`src/rtl/double_pkg.sv`:
```
// ---------------------------------------------------------------------------
// double_pkg
// Shared types and constants for the double-precision divider stream slice.
//   double_t      : raw IEEE-754 binary64 bit pattern
//   DOUBLE_NAN    : canonical quiet NaN
//   DOUBLE_ZERO   : positive zero
//   credit_width  : bits needed to count 0..depth inclusive
// ---------------------------------------------------------------------------
package double_pkg;

    typedef logic [63:0] double_t;

    localparam double_t DOUBLE_NAN  = 64'h7FF8000000000000;
    localparam double_t DOUBLE_ZERO = 64'h0;

    function automatic int unsigned credit_width(input int unsigned depth);
        return $clog2(depth + 1);
    endfunction

endpackage

```
`src/rtl/result_fifo.sv`:
```
// ---------------------------------------------------------------------------
// result_fifo
// Synchronous DEPTH x 64 FIFO holding quotients until the consumer takes them.
//   clk, rst_n : clock, asynchronous active-low reset (empties the FIFO)
//   push       : write push_data at the tail this edge
//   push_data  : quotient to store
//   pop        : consumer takes the head this edge (ignored when empty)
//   data       : head entry, read straight from storage
//   valid      : FIFO non-empty
//   count      : current occupancy, 0..DEPTH
// Push and pop on the same edge are allowed at any occupancy; there is no
// bypass, so a value pushed into an empty FIFO shows up one cycle later.
// ---------------------------------------------------------------------------
module result_fifo
    import double_pkg::*;
#(
    parameter int unsigned DEPTH = 8
) (
    input  logic                             clk,
    input  logic                             rst_n,
    input  logic                             push,
    input  double_t                          push_data,
    input  logic                             pop,
    output double_t                          data,
    output logic                             valid,
    output logic [credit_width(DEPTH)-1:0]   count
);

    localparam int unsigned PW = $clog2(DEPTH);

    double_t         mem [DEPTH];
    logic [PW-1:0]   wr_ptr;
    logic [PW-1:0]   rd_ptr;
    logic            do_pop;

    assign valid  = (count != '0);
    assign do_pop = pop && valid;
    assign data   = mem[rd_ptr];

    always_ff @(posedge clk or negedge rst_n) begin
        if (!rst_n) begin
            wr_ptr <= '0;
            rd_ptr <= '0;
            count  <= '0;
            for (int unsigned i = 0; i < DEPTH; i++) begin
                mem[i] <= '0;
            end
        end else begin
            if (push) begin
                mem[wr_ptr] <= push_data;
                wr_ptr      <= wr_ptr + 1'b1;
            end
            if (do_pop) begin
                rd_ptr <= rd_ptr + 1'b1;
            end
            if (push && !do_pop) begin
                count <= count + 1'b1;
            end else if (!push && do_pop) begin
                count <= count - 1'b1;
            end
        end
    end

endmodule

```
`src/rtl/double_div_stream.sv`:
```
// ---------------------------------------------------------------------------
// double_div_stream
// Valid/ready wrapper around a free-running fixed-latency double divider.
//   clk, rst_n        : clock, asynchronous active-low reset
//   in_a, in_b        : dividend / divisor, accepted on in_valid && in_ready
//   in_valid,in_ready : input handshake
//   div_a, div_b      : registered operands driven into the divider core
//   div_z             : quotient from the core, LATENCY cycles after div_a/b
//   out_z, out_valid  : FIFO head and non-empty flag
//   out_ready         : consumer pops on out_valid && out_ready
// A one-bit tag rides a shift register alongside the core so only quotients
// belonging to accepted pairs are captured. Credits (in-flight + stored)
// are capped at DEPTH, so every tagged quotient always has a FIFO slot even
// though the core itself cannot be stalled.
// ---------------------------------------------------------------------------
module double_div_stream
    import double_pkg::*;
#(
    parameter int unsigned LATENCY = 32,
    parameter int unsigned DEPTH   = 8
) (
    input  logic    clk,
    input  logic    rst_n,
    input  double_t in_a,
    input  double_t in_b,
    input  logic    in_valid,
    output logic    in_ready,
    output double_t div_a,
    output double_t div_b,
    input  double_t div_z,
    output double_t out_z,
    output logic    out_valid,
    input  logic    out_ready
);

    localparam int unsigned CW = credit_width(DEPTH);
    localparam logic [CW:0] DEPTH_C = (CW + 1)'(DEPTH);

    logic [LATENCY:0] tag;
    logic [CW-1:0]    inflight;
    logic [CW-1:0]    fifo_count;
    logic [CW:0]      credit_sum;
    logic             accept;
    logic             push;
    logic             pop;

    // Depends only on registered counters, never on in_valid.
    assign credit_sum = {1'b0, inflight} + {1'b0, fifo_count};
    assign in_ready   = rst_n && (credit_sum < DEPTH_C);
    assign accept     = in_valid && in_ready;
    assign push       = tag[LATENCY];
    assign pop        = out_valid && out_ready;

    always_ff @(posedge clk or negedge rst_n) begin
        if (!rst_n) begin
            div_a    <= '0;
            div_b    <= '0;
            tag      <= '0;
            inflight <= '0;
        end else begin
            if (accept) begin
                div_a <= in_a;
                div_b <= in_b;
            end
            tag <= {tag[LATENCY-1:0], accept};
            if (accept && !push) begin
                inflight <= inflight + 1'b1;
            end else if (!accept && push) begin
                inflight <= inflight - 1'b1;
            end
        end
    end

    result_fifo #(
        .DEPTH (DEPTH)
    ) u_fifo (
        .clk       (clk),
        .rst_n     (rst_n),
        .push      (push),
        .push_data (div_z),
        .pop       (pop),
        .data      (out_z),
        .valid     (out_valid),
        .count     (fifo_count)
    );

endmodule

```
`config.mk`:
```
export PLATFORM = sky130hd
export DESIGN_NAME = double_div_stream
export DESIGN_NICKNAME = d
export VERILOG_FILES = /design/src/rtl/double_pkg.sv /design/src/rtl/result_fifo.sv /design/src/rtl/double_div_stream.sv
export SDC_FILE = /design/constraint.sdc
export NUM_CORES = 1
export LEC_CHECK = 0
export CORE_AREA = 4 4 226 228
export DETAILED_ROUTE_END_ITERATION = 8
export DIE_AREA = 0 0 230 232
export GPL_ROUTABILITY_DRIVEN = 1
export HOLD_SLACK_MARGIN = 0.12
export PLACE_DENSITY = 0.94
export SYNTH_ARGS = -nofsm -noshare
export SYNTH_HDL_FRONTEND = slang
export SYNTH_SLANG_ARGS = --single-unit
```
`constraint.sdc`:
```
create_clock -name clk -period 9.65 [get_ports clk]
set_input_delay 2.4125 -clock clk [delete_from_list [all_inputs] [get_ports clk]]
set_output_delay 2.4125 -clock clk [all_outputs]
set_load 0.01 [all_outputs]
```
==> results of run 1 <==
-- critical path, cell delays in order --
cell	delay, ns
buf_8	0.38
or4b_4	0.56
a21oi_1	0.44
clkdlybuf4s50_1	0.64
-- per-layer routing --
| layer | GRT usage | share of wire | vias to the layer above |
|---|---|---|---|
| li1 | - | - | 7110 |
| met1 | 0.3299 | 0.38 | 9017 |
| met2 | 0.4844 | 0.53 | 510 |
| met3 | 0.05974 | 0.056 | 97 |
| met4 | 0.09452 | 0.028 | 2 |
| met5 | 0 | 0.00028 | - |
-- worst max path at each step --
stage / to
finish: in_ready
global route: in_ready
CTS: in_ready
detailed placement: in_ready
global placement: in_ready
floorplan: in_ready
-- synthesized netlist by cell type (all sizes together) --
| library cell | n | area (µm²) |
|---|---|---|
| mux4 | 128 | 2883 |
| nand2b | 1 | 6.260 |
| a211oi | 1 | 20.02 |
| dfrtp | 687 | 17190 |
| nand3 | 5 | 25.02 |
| clkbuf | 32 | 120.1 |
| nor3b | 2 | 15.01 |
| mux2 | 708 | 7973 |
| inv | 4 | 15.01 |
| or3 | 2 | 12.51 |
| or4b | 1 | 13.76 |
| a2111o | 2 | 22.52 |
| a21oi | 5 | 25.02 |
| xor2 | 1 | 8.760 |
| nand4 | 1 | 6.260 |
| nand3b | 2 | 15.01 |
| ha | 11 | 137.6 |
| o211ai | 4 | 30.03 |
| o21ai | 2 | 10.01 |
| xnor2 | 7 | 61.31 |
| a31o | 1 | 8.760 |
| mux2i | 2 | 20.02 |
| or4 | 3 | 22.52 |
| buf | 76 | 455.4 |
| nand4b | 3 | 26.28 |
| fa | 2 | 40.04 |
| nand2 | 7 | 26.28 |
| nor3 | 4 | 30.03 |
-- cell type report --
class | count | share of cell area
clock inverters | 24 | 0.006923
well taps | 664 | 0.02310
multi-input cells | 905 | 0.3187
inverters | 4 | 0.0004175
clock buffers | 100 | 0.05719
flip-flops and latches | 687 | 0.4783
diodes | 5 | 0.0003479
repair buffers | 419 | 0.1150
-- through the flow --
stage | std cells | worst slack, ns | utilization | hold WS, ns
finish | 2808 | 2.727 | 0.7362 | 0.3454
global route | 2807 | 2.636 | 0.7362 | 0.3497
CTS | 2803 | 2.689 | 0.7360 | 0.3467
detailed placement | 2679 | 2.712 | 0.6888 | 0.3355
global placement | 2679 | 2.720 | 0.6888 | 0.3351
floorplan | 1704 | 4.137 | - | 0.3312
-- registers in the layout (all words and copies together), names as in the netlist --
register,count
div_b,64
u_fifo.mem,512
u_fifo.wr_ptr,3
u_fifo.count,4
u_fifo.rd_ptr,3
tag,33
inflight,4
div_a,64
-- logic make-up (layout without fill, tap and decap cells) --
family,Yosys count,after routing,synth area share
buffers and inverters,112,547,0.02021
AOI/OAI and AO/OA,15,15,0.003982
DFF,687,687,0.5883
and+or+nand+nor,31,31,0.006808
adders and majority gates,13,13,0.006080
muxes,838,838,0.3722
xor gates and xnor gates,8,8,0.002398
other,0,5,0
-- power groups by stage --
stage / clock [mW] / sequential (mW) / combinational, mW
after detailed placement: 0 / 4.31 / 4.25
after global placement: 0 / 4.22 / 4.12
final: 2.70 / 4.29 / 4.24
after global routing: 2.89 / 4.37 / 4.50
after CTS: 2.76 / 4.28 / 4.29
after floorplan: 0 / 4.17 / 2.47
==> reports/metrics.cfg, run 1 <==
[place]
portBuffers=389
dpl-instance-area_um2=33650
dp_hpwl_um=44470
gp_congestion=0.8225

[clock_tree]
cts_resized=0
cts_tree=done
path_clk_slew_ns=0.06
cts_made_buffers=71
post_cts_buffers=0
hold_buffers=0
htree_num_levels=3
cts_buffer_depth=3
clk_latency_ns=0.59
cts_sinks=687
cts-root-buf=clkbuf_16

[route]
drt_wl_total_um=71650
vias=16740
drc=0
first_pass_iters=5
final_antenna_net_count=0
avgRoutedWirePerCell_um=25.52
drt-initial-drc-count=826
viasPerCell=5.960

[logic_synthesis]
syn_nets=1913
syn_inst=1704
synth.avg_cell_area_um2=17.15
ys_warn_count=0
ys_seq_area_frac=0.5883
synth.distinct_cells=32
ys_ff_latch=687
synth_area_um2=29220

[floorplan]
fp.dieH_um=232
rows=81
ios=390
dieArea_um2=53360
die_x_um=230
start_util=0.5982
core_area_um2=48850

[power_and_ir_drop]
combinationalPowerShare=0.378
finalPower_mw=11.22
ir_drop_mv=0.2159
switching_share=0.2987
p_int_mw=7.872
p_seq_frac=0.382
clkPwrFrac=0.241
p_switching_mw=3.353
p_leak_nw=15.49
powerDensity_nw_per_um2=312.1

[sta]
clock.fmax_mhz=144.4
rsz0062_at_grt=no
setup_tns_ns=0
drv_slew=0
post-route-min-period_ns=6.923
worst_slew_pin_slew_ns=1.218
period_share=0.7174
slew_headroom=0.1878
final_hold_viol_count=0
finClkSkew_ns=0.02685
finalSetupViolations=0

[finish]
syn_to_final_growth_pct=23.08
layout_commonest_cell=mux2_2
drive_above_1_share=0.4600
nets=2297
fillers=2818
design_area_um2=35960
multi_input_area_um2=11460
mostFrequentLayoutCells=mux2_2, dfrtp_1, clkdlybuf4s50_1
seqCellArea_um2=17200

[hold_path]
hp-class=reg -> reg
holdPathStages=0
min_from=tag[2]
worstHoldEndpoint=tag[3]

[critical_path]
path_max_fanout=71
critical_path_class=in -> out
end_kind=output pin
cp.arrival_ns=4.51
worstReg2RegStart=u_fifo.count[3]
critPathRequiredTime_ns=7.24
ff2ff_path_depth=10
rrSetupSlack_ns=5.86
critPathLaunch=rst_n
cp-start-kind=input pin
r2r-end=inflight[3]

[global_routing]
antenna_found_initial=5
grt_max_degree=105
grt_usage=0.2718
grt_pass1_vias=19490
grt-ovfl-total=0
grt_pass1_wl_um=112200

[run]
cap_violations=0

[outcome]
status=completed

Note: power is estimated with default switching activity, not from simulation.
==> inputs of run 2 (changes only) <==
--- a/config.mk
+++ b/config.mk
@@ -5,12 +5,12 @@
 export SDC_FILE = /design/constraint.sdc
 export NUM_CORES = 1
 export LEC_CHECK = 0
-export CORE_AREA = 4 4 226 228
+export CORE_AREA = 4 4 247 249
 export DETAILED_ROUTE_END_ITERATION = 8
-export DIE_AREA = 0 0 230 232
+export DIE_AREA = 0 0 251 253
 export GPL_ROUTABILITY_DRIVEN = 1
 export HOLD_SLACK_MARGIN = 0.12
-export PLACE_DENSITY = 0.94
+export PLACE_DENSITY = 0.85
 export SYNTH_ARGS = -nofsm -noshare
 export SYNTH_HDL_FRONTEND = slang
 export SYNTH_SLANG_ARGS = --single-unit
==> constraint.sdc (replaced) <==
create_clock -name clk -period 6.3 [get_ports clk]
set_input_delay 1.575 -clock clk [delete_from_list [all_inputs] [get_ports clk]]
set_output_delay 1.575 -clock clk [all_outputs]
set_load 0.01 [all_outputs]
==> reports/metrics.cfg, run 2 (synthesized netlist as in run 1, its figures left out) <==
[finish]
top_regs=u_fifo.mem: 512 flops, div_a: 64 flops, div_b: 64 flops
seqCellArea_um2=17200
mostFrequentLayoutCells=mux2_2, dfrtp_1, clkdlybuf4s50_1
nets=2301
fillers=4119
multi_input_area_um2=11460
largest_reg_flops=512
syn_to_final_growth_pct=24.45
post-route-util=0.6197
layout_commonest_cell=mux2_2
drive_above_1_share=0.4616
regMostFlops=u_fifo.mem

[clock_tree]
cts_buffer_depth=3
hold_buffers=0
cts-root-buf=clkbuf_16
cts_made_buffers=75
clk_latency_ns=0.61
cts_tree=done
cts_resized=0
htree_num_levels=3
cts_sinks=687
path_clk_slew_ns=0.06
post_cts_buffers=0

[global_routing]
grt_pass1_wl_um=108700
grt_pass1_vias=18830
grt_max_degree=173
grt_usage=0.2204
grt-ovfl-total=0
antenna_found_initial=11

[floorplan]
core_area_um2=58690
rows=89
fp.dieH_um=253
die_x_um=251
start_util=0.4979
dieArea_um2=63500
ios=390

[route]
drc=0
final_antenna_net_count=0
vias=16660
first_pass_iters=6
drt_wl_total_um=69580
drt-initial-drc-count=674
viasPerCell=5.687
avgRoutedWirePerCell_um=23.75

[sta]
post-route-min-period_ns=5.020
clock.fmax_mhz=199.2
period_share=0.7969
finClkSkew_ns=0.02070
setup_tns_ns=0
drv_slew=0
final_hold_viol_count=0
rsz0062_at_grt=no
worst_slew_pin_slew_ns=1.112
finalSetupViolations=0
slew_headroom=0.2589

[place]
dp_hpwl_um=43860
gp_congestion=0.8167
portBuffers=389

[critical_path]
end_kind=output pin
cp.arrival_ns=3.45
crit_slowest_cell=clkdlybuf4s50_1
cp_top_family=buffers and inverters
path_max_fanout=29
cp-start-kind=input pin
ff2ff_path_depth=6
critPathRequiredTime_ns=4.72
r2r-end=div_a[51]
crit_path_max_incr_delay_ns=0.65
crit_path_cell_trace=buf_8 -> or4b_4 -> a21oi_1 -> clkdlybuf4s50_1
cp_num_buf_inv=2
critical_path_class=in -> out
rrSetupSlack_ns=2.69
worstReg2RegStart=inflight[3]

[power_and_ir_drop]
finalPower_mw=17.37
powerDensity_nw_per_um2=477.7
p_leak_nw=15.61
ir_drop_mv=0.3208

[hold_path]
holdPathStages=0
min_from=tag[26]
hp-class=reg -> reg
worstHoldEndpoint=tag[27]

[run]
cap_violations=0

[outcome]
status=completed

run 2: power by group:
part           switching [mW]  internal, mW
sequential              0.907          5.66
combinational            2.43          3.96
clock                    1.76          2.66
total                    5.10          12.3
run 2: cell type report:
cell class                 instances  area share
timing repair buffer             419      0.1148
inverter                           4   0.0004129
antenna                            5   0.0003441
multi-input combinational        905      0.3152
clock buffer                     112     0.06214
sequential                       687      0.4730
tap                              773     0.02660
clock inverter                    24    0.007535
run 2: worst max-delay path by stage:
stage | startpoint | end | slack, ns | depth (start not counted)
finish | rst_n | in_ready | 1.28 | 4
global route | u_fifo.rd_ptr[0] | out_z[0] | 1.08 | 4
CTS | rst_n | in_ready | 1.17 | 4
detailed placement | rst_n | in_ready | 1.18 | 4
global placement | rst_n | in_ready | 1.19 | 4
floorplan | rst_n | inflight[3] | 2.21 | 10
run 2: metrics by stage:
| stage | instances | setup WS (ns) | hold WS [ns] | area (µm²) |
|---|---|---|---|---|
| floorplan | 1704 | 2.208 | 0.3312 | 29220 |
| global placement | 2788 | 1.185 | 0.3349 | 33820 |
| detailed placement | 2788 | 1.184 | 0.3347 | 33820 |
| CTS | 2924 | 1.166 | 0.3405 | 36350 |
| global route | 2928 | 1.084 | 0.3528 | 36360 |
| finish | 2929 | 1.280 | 0.3405 | 36370 |
run 2: routing by layer:
metal  track usage  up-vias  routed length, µm
met5             0        -                 13
met2        0.3782      488              35700
li1              -     7132                  -
met1        0.2739     8923              27490
met3       0.05855      111               4580
met4       0.07529        2               1800
